### src/rtl/serial_pattern_gen.sv
`timescale 1ns/1ps
// serial_pattern_gen
// Transmit side of the serial bit-stream interface. The block accepts a parallel
// pattern through a valid/ready handshake and shifts it out MSB-first, one bit
// per clock. The pattern is sent reps+1 times, then done pulses for one cycle.
//
// Ports:
//   clk       in   rising-edge clock
//   rst_n     in   asynchronous active-low reset
//   in_valid  in   start request; accepted when in_valid && in_ready
//   in_ready  out  high only in IDLE
//   pattern   in   WIDTH bits to send, sampled at the handshake
//   len       in   bits per repetition; 0 or > WIDTH means WIDTH
//   reps      in   extra repetitions (pattern is sent reps+1 times)
//   abort     in   synchronous cancel, returns to IDLE without a done pulse
//   x         out  serial data (registered)
//   x_valid   out  high while x carries a pattern bit (registered)
//   busy      out  high in SEND
//   done      out  one-cycle completion pulse (registered)
//
// state  | meaning
// S_IDLE | waiting for a handshake, in_ready=1
// S_SEND | shifting pattern bits out, one per clock
// S_DONE | single-cycle done pulse, then back to IDLE
module serial_pattern_gen #(
    parameter int WIDTH = 8,
    parameter int LEN_W = 4,
    parameter int REP_W = 4
) (
    input  logic             clk,
    input  logic             rst_n,
    input  logic             in_valid,
    output logic             in_ready,
    input  logic [WIDTH-1:0] pattern,
    input  logic [LEN_W-1:0] len,
    input  logic [REP_W-1:0] reps,
    input  logic             abort,
    output logic             x,
    output logic             x_valid,
    output logic             busy,
    output logic             done
);

    typedef enum logic [1:0] {
        S_IDLE = 2'd0,
        S_SEND = 2'd1,
        S_DONE = 2'd2
    } state_t;

    state_t           state_q, state_n;
    logic [WIDTH-1:0] pat_q,   pat_n;
    logic [LEN_W-1:0] len_q,   len_n;
    logic [REP_W-1:0] rep_q,   rep_n;
    logic [LEN_W-1:0] idx_q,   idx_n;
    logic             x_q,     x_n;
    logic             xv_q,    xv_n;
    logic             done_q,  done_n;
    logic [LEN_W-1:0] len_eff;

    // Bit select through a shift keeps the index width independent of WIDTH.
    function automatic logic bit_at(input logic [WIDTH-1:0] p, input logic [LEN_W-1:0] i);
        logic [WIDTH-1:0] s;
        s = p >> i;
        return s[0];
    endfunction

    always_comb begin
        len_eff = len;
        if (len == '0 || int'(len) > WIDTH) begin
            len_eff = LEN_W'(WIDTH);
        end
    end

    always_ff @(posedge clk or negedge rst_n) begin
        if (!rst_n) begin
            state_q <= S_IDLE;
            pat_q   <= '0;
            len_q   <= '0;
            rep_q   <= '0;
            idx_q   <= '0;
            x_q     <= 1'b0;
            xv_q    <= 1'b0;
            done_q  <= 1'b0;
        end else begin
            state_q <= state_n;
            pat_q   <= pat_n;
            len_q   <= len_n;
            rep_q   <= rep_n;
            idx_q   <= idx_n;
            x_q     <= x_n;
            xv_q    <= xv_n;
            done_q  <= done_n;
        end
    end

    // Output registers are loaded with the value for the next cycle, so the
    // first bit is already on x in the cycle right after the handshake.
    always_comb begin
        state_n = state_q;
        pat_n   = pat_q;
        len_n   = len_q;
        rep_n   = rep_q;
        idx_n   = idx_q;
        x_n     = 1'b0;
        xv_n    = 1'b0;
        done_n  = 1'b0;
        case (state_q)
            S_IDLE: begin
                if (!abort && in_valid) begin
                    pat_n   = pattern;
                    len_n   = len_eff;
                    rep_n   = reps;
                    idx_n   = len_eff - LEN_W'(1);
                    x_n     = bit_at(pattern, len_eff - LEN_W'(1));
                    xv_n    = 1'b1;
                    state_n = S_SEND;
                end
            end
            S_SEND: begin
                if (abort) begin
                    state_n = S_IDLE;
                end else if (idx_q == '0) begin
                    if (rep_q != '0) begin
                        rep_n = rep_q - REP_W'(1);
                        idx_n = len_q - LEN_W'(1);
                        x_n   = bit_at(pat_q, len_q - LEN_W'(1));
                        xv_n  = 1'b1;
                    end else begin
                        done_n  = 1'b1;
                        state_n = S_DONE;
                    end
                end else begin
                    idx_n = idx_q - LEN_W'(1);
                    x_n   = bit_at(pat_q, idx_q - LEN_W'(1));
                    xv_n  = 1'b1;
                end
            end
            S_DONE: begin
                state_n = S_IDLE;
            end
            default: begin
                state_n = S_IDLE;
            end
        endcase
    end

    assign x        = x_q;
    assign x_valid  = xv_q;
    assign done     = done_q;
    assign busy     = (state_q == S_SEND);
    assign in_ready = (state_q == S_IDLE);

endmodule
### config.mk
export PLATFORM = sky130hd
export DESIGN_NAME = serial_pattern_gen
export DESIGN_NICKNAME = d
export VERILOG_FILES = /design/src/rtl/serial_pattern_gen.sv
export SDC_FILE = /design/constraint.sdc
export NUM_CORES = 1
export LEC_CHECK = 0
export CAP_MARGIN = 0
export CORE_MARGIN = 10
export CORE_UTILIZATION = 55
export CTS_BUF_LIST = sky130_fd_sc_hd__clkbuf_4 sky130_fd_sc_hd__clkbuf_8
export DETAILED_ROUTE_END_ITERATION = 10
export PLACE_DENSITY = 0.82
export SYNTH_ARGS = -nofsm -noshare
export SYNTH_HDL_FRONTEND = slang
export SYNTH_SLANG_ARGS = --single-unit
### constraint.sdc
create_clock -name clk -period 2.63 [get_ports clk]
set_input_delay 0.526 -clock clk [delete_from_list [all_inputs] [get_ports clk]]
set_output_delay 0.526 -clock clk [all_outputs]
set_load 0.005 [all_outputs]
Word-level counts from Yosys, hierarchy flattened

Index checks and enable logic that the tools add are counted.

Input bits: 20
Output and inout port bits: 5
Bits in registers: 25
Word-level logic and storage cells: 66

Add/sub/neg operators: 4
Mux-type cells: 30
Reductions and logical operators: 12
Equal/unequal tests: 8
Order comparisons: 1
Shift-type cells: 3

Operators by type and width:

| kind                | number |
|---|---|
| $mux 4              | 9 |
| $shr 8x4->1         | 3 |
| $pmux 4 s2          | 2 |
| $sub 4x1->4 const B | 4 |
| $mux 1              | 12 |
| $logic_not 4->1     | 2 |
| $mux 2              | 4 |
| $ne 2x1->1 const B  | 3 |
| $ne 3x2->1 const B  | 2 |
| $reduce_and 5->1    | 1 |
| $gt 4x4->1 const B  | 1 |
| $pmux 1 s2          | 2 |
| $pmux 2 s2          | 1 |
| $reduce_and 4->1    | 1 |
| $reduce_bool 4->1   | 1 |
| $ne 3x3->1 const B  | 1 |
| $reduce_and 3->1    | 1 |
| $eq 2x1->1 const B  | 1 |
| $logic_not 2->1     | 1 |
| $ne 2x2->1 const B  | 1 |
| $reduce_and 2->1    | 1 |
| $reduce_bool 2->1   | 1 |
| $logic_and 1x1->1   | 1 |
| $logic_not 1->1     | 1 |
| $logic_or 1x1->1    | 1 |

Logic depth before layout (Yosys ltp)

Gate-level depths: netlist of the first run.

Depth after elaboration: 7
Gate-level depth with buffers: 9
Depth with buffers taken out: 8

Least setup slack after synthesis of the first run

Ideal clock, no wire load.

Path type: register to register
Start: register idx_q[0]
End: register x_q, in the netlist x
Clock period less this slack: 2.050 ns
Cell stages (with the launch flop): 9
Path slack: 0.580 ns
Required time: 2.506 ns
Library setup time: 0.124 ns
Arrival: 1.926 ns
Buffers on the path: 1
Cell sequence: dfrtp_1 > buf_6 > inv_1 > ha_1 > mux2_2 > a221oi_1 > o41a_1 > a311oi_1 > a211o_1

Longest elaborated chain between the ends: 5
Elaborated cells on any way between the ends: 6
Classes of those cells: 1 x add/sub; 1 x shift; 3 x mux; 1 x reduce/logical

RTL lines:

| element                | RTL line | text |
|---|---|---|
| from (decl)            | 54       | `logic [LEN_W-1:0] idx_q, idx_n;` |
| from (signal assigned) | 89       | `idx_q <= idx_n;` |
| $sub 4x1->4            | 134      | `x_n = bit_at(pat_q, idx_q - LEN_W'(1));` |
| $shr 8x4->1            | 63       | `s = p >> i;` |
| $mux 1 (*)             | 122      | `end else if (idx_q == '0) begin` |
| $mux 1 (*)             | 120      | `if (abort) begin` |
| $pmux 1 s2 (*)         | 107      | `case (state_q)` |
| via x_n                | 55       | `logic x_q, x_n;` |
| to (signal assigned)   | 90       | `x_q <= x_n;` |
| to (decl)              | 55       |  |

Mark *: on every way through the listed nets, which the timed path passes. The rest lies on a longest branch.
A chain may end at the register's enable or synchronous reset.

Worst setup path in the final report of the first run

Ends and elaborated chain as after synthesis.

==> metrics.cfg, run 1 <==
[final_layout]
areaGrowthSynthToFinish_pct=19.7
antenna_cells=0
layout-drive-gt1-share_pct=9.05
post-route-util_pct=67.9
nets=223

[worst_setup_path]
crit_fanout=10
rrSetupSlack_ns=0.29
cp.required_ns=2.87
critPathKind=flip-flop to flip-flop
cpPeakStageDelay_ns=0.52
worstPathArrival_ns=2.58
start_kind=flip-flop
cp_slowest_cell=dfrtp_1
path_cells=inv_1, ha_1, mux2_2, a221oi_1, o41a_1, a311oi_1, a211o_1
cp_top_family=compound AO/OA/AOI/OAI gates
path_buf_inv=1
end_kind=flip-flop

[drt]
drc=0
drt_iter0_markers=127
wire_per_inst_um=16.0
viasPerCell=6.00
wl_um=3680
vias=1380
ant_nets=0
first_pass_iters=4

[yosys]
async_flop_share_pct=100
synthTopCellsByCount=33 x nand2_1, 25 x dfrtp_1, 17 x o21ai_0
synth_most_common_cell=nand2_1
ys_warn_count=0
avgSynthCellArea_um2=8.83
synth_top_area_share_pct=40.7
synth_nets=197
yosysUniqueCellTypes=45
synth_top_cell_by_area=dfrtp_1
synthTopCellsByArea=dfrtp_1 41%, nand2_1 8.1%, o21ai_0 5.5%
ys_seq_elements=25
yosysSeqAreaShare_pct=40.7
synth_area_um2=1540
synth_ff_type=dfrtp_1
syn_inst=174
synth_edf_count=0

[flow_run]
cap_violations=0

[power_and_ir_drop]
intPower_mw=0.857
switching_share_pct=39.3
power.share.clock_pct=12.8
peakVddDrop_v=0.000545
power_density_nw_per_um2=767
netSwitchingPower_mw=0.554
total_power_mw=1.41
seq_power_share_pct=42.6
pwr-share-comb_pct=44.6
p_leak_nw=0.811

[timing]
fin_crit_sh_pct=89.0
setup_viol=0
clock-skew-final_ns=0.00559
fin_tns_setup_ns=0
period_needed_ns=2.34
rsz0062_at_grt=false
report.final.slew_viol_count=0
maxSlewHeadroom_pct=64.4
tightest_slew_ns=0.533
fmax_mhz=427
finalHoldViolations=0

[placed_design]
place_hpwl_um=2950
gp_routability_congestion=0.905
portBuffers=24

[clocking]
htreeDepth=1
cts.reportedPaths.clkPinSlew_ns=0.14
root_buffer=clkbuf_4
numCtsBuffers=3
cts_setup_buffers=0
clkLatencyLatePin_ns=0.33
cts_hold_buf=0
cts.sinks=25
clk_path_buf_depth=2
ctsResizeCount=0
cts_tree=yes

[global_routing]
grt_usage_pct=14.7
grt_pass1_wl_um=6330
first_global_vias=1407
grt_max_degree=26
antenna_found_initial=0
overflow=0

[floorplanning]
rows=19
dieArea_um2=5310
start_util_pct=56.7
die_w_um=72.9
die_y_um=72.9
core-area_um2=2710
io_pins=25

[outcome]
status=complete, no violations

[worst_hold_path]
hold_class=primary input to asynchronous set/reset pin

==> flip-flops by register name, summed over array words and instances (netlist names) <==
signal / flops
pat_q: 8
idx_q: 4
len_q: 4
rep_q: 4
state_q: 2
done: 1
x: 1
x_valid: 1
==> cells by family (layout without fill, tap and decap cells) <==
kind of cell	Yosys count	in the layout	synth area share, %
muxes	8	8	7.41
DFF	25	25	40.7
AOI/OAI and AO/OA	40	40	17.0
buffers and inverters	17	42	4.80
xor gates and xnor gates	5	5	2.85
adders and majority gates	3	3	2.44
and+or+nand+nor	76	76	24.8
==> per-stage QoR <==
stage                     hold slack [ns]  setup WS [ns]  cells  instance area [um^2]
after detailed placement            0.495          0.333    226                  1810
after floorplan                     0.230          0.580    174                  1540
final                               0.528          0.290    230                  1840
after CTS                           0.530          0.313    230                  1840
after global placement              0.489          0.477    226                  1810
after global routing                0.535          0.164    230                  1840
==> metal layers <==
metal  vias up  global-route usage, %  share of wire [%]
met2        45                   22.7                 46
met1       658                   18.1                 45
met4         0                   9.70                3.7
met3        13                   2.99                5.6
met5         -                      0                  0
li1        664                      -                  -
==> final cells by class <==
type	instances	area, um^2
Inverter	10	37.5
Clock inverter	1	7.51
Sequential cell	25	626
Clock buffer	3	22.5
Multi-Input combinational cell	132	837
Tap cell	31	38.8
Fill cell	236	871
Timing Repair Buffer	28	270
==> final timing paths <==
kind | depth (start not counted) | startpoint | endpoint
setup reg to reg | 7 | idx_q[0] | x
hold reg to reg | 2 | pat_q[3] | pat_q[3]
min in group clk | 2 | pat_q[3] | pat_q[3]
setup / recovery | 7 | idx_q[0] | x
max in group asynchronous | 2 | rst_n | len_q[2]
hold / removal | 2 | rst_n | x_valid
==> power by group through the flow <==
stage | clock, mW | combinational (mW) | sequential, mW
floorplan | 0 | 0.503 | 0.551
global placement | 0 | 0.596 | 0.595
detailed placement | 0 | 0.628 | 0.605
CTS | 0.188 | 0.630 | 0.597
global route | 0.202 | 0.699 | 0.616
finish | 0.181 | 0.629 | 0.601
==> layout by cell type, fill, tap and decap left out, types with 2 or more instances in the layout <==
master and n:
clkbuf_4 3, mux4_2 2, nor3_1 4, o311ai_0 2, o211ai_1 2, mux2i_1 2
nand3_1 4, nor3b_1 2, nor2_1 14, nand2b_1 4, ha_1 3, dfrtp_1 25
a211o_1 2, nand2_1 33, nand3b_1 4, inv_1 10, buf_4 4, xor2_1 4
clkdlybuf4s50_1 24, mux2_2 2, a21oi_1 7, a22oi_1 2, nor2b_1 2, o21ai_0 17
Note: power is estimated with default switching activity, not from simulation.
==> run 2, diff against run 1 <==
--- a/config.mk
+++ b/config.mk
@@ -11,6 +11,7 @@
 export CTS_BUF_LIST = sky130_fd_sc_hd__clkbuf_4 sky130_fd_sc_hd__clkbuf_8
 export DETAILED_ROUTE_END_ITERATION = 10
 export PLACE_DENSITY = 0.82
+export SKIP_CTS_REPAIR_TIMING = 1
 export SYNTH_ARGS = -nofsm -noshare
 export SYNTH_HDL_FRONTEND = slang
 export SYNTH_SLANG_ARGS = --single-unit
==> results of run 2 <==
Same layout as run 1: the final DEF is identical, and so are final timing and power.
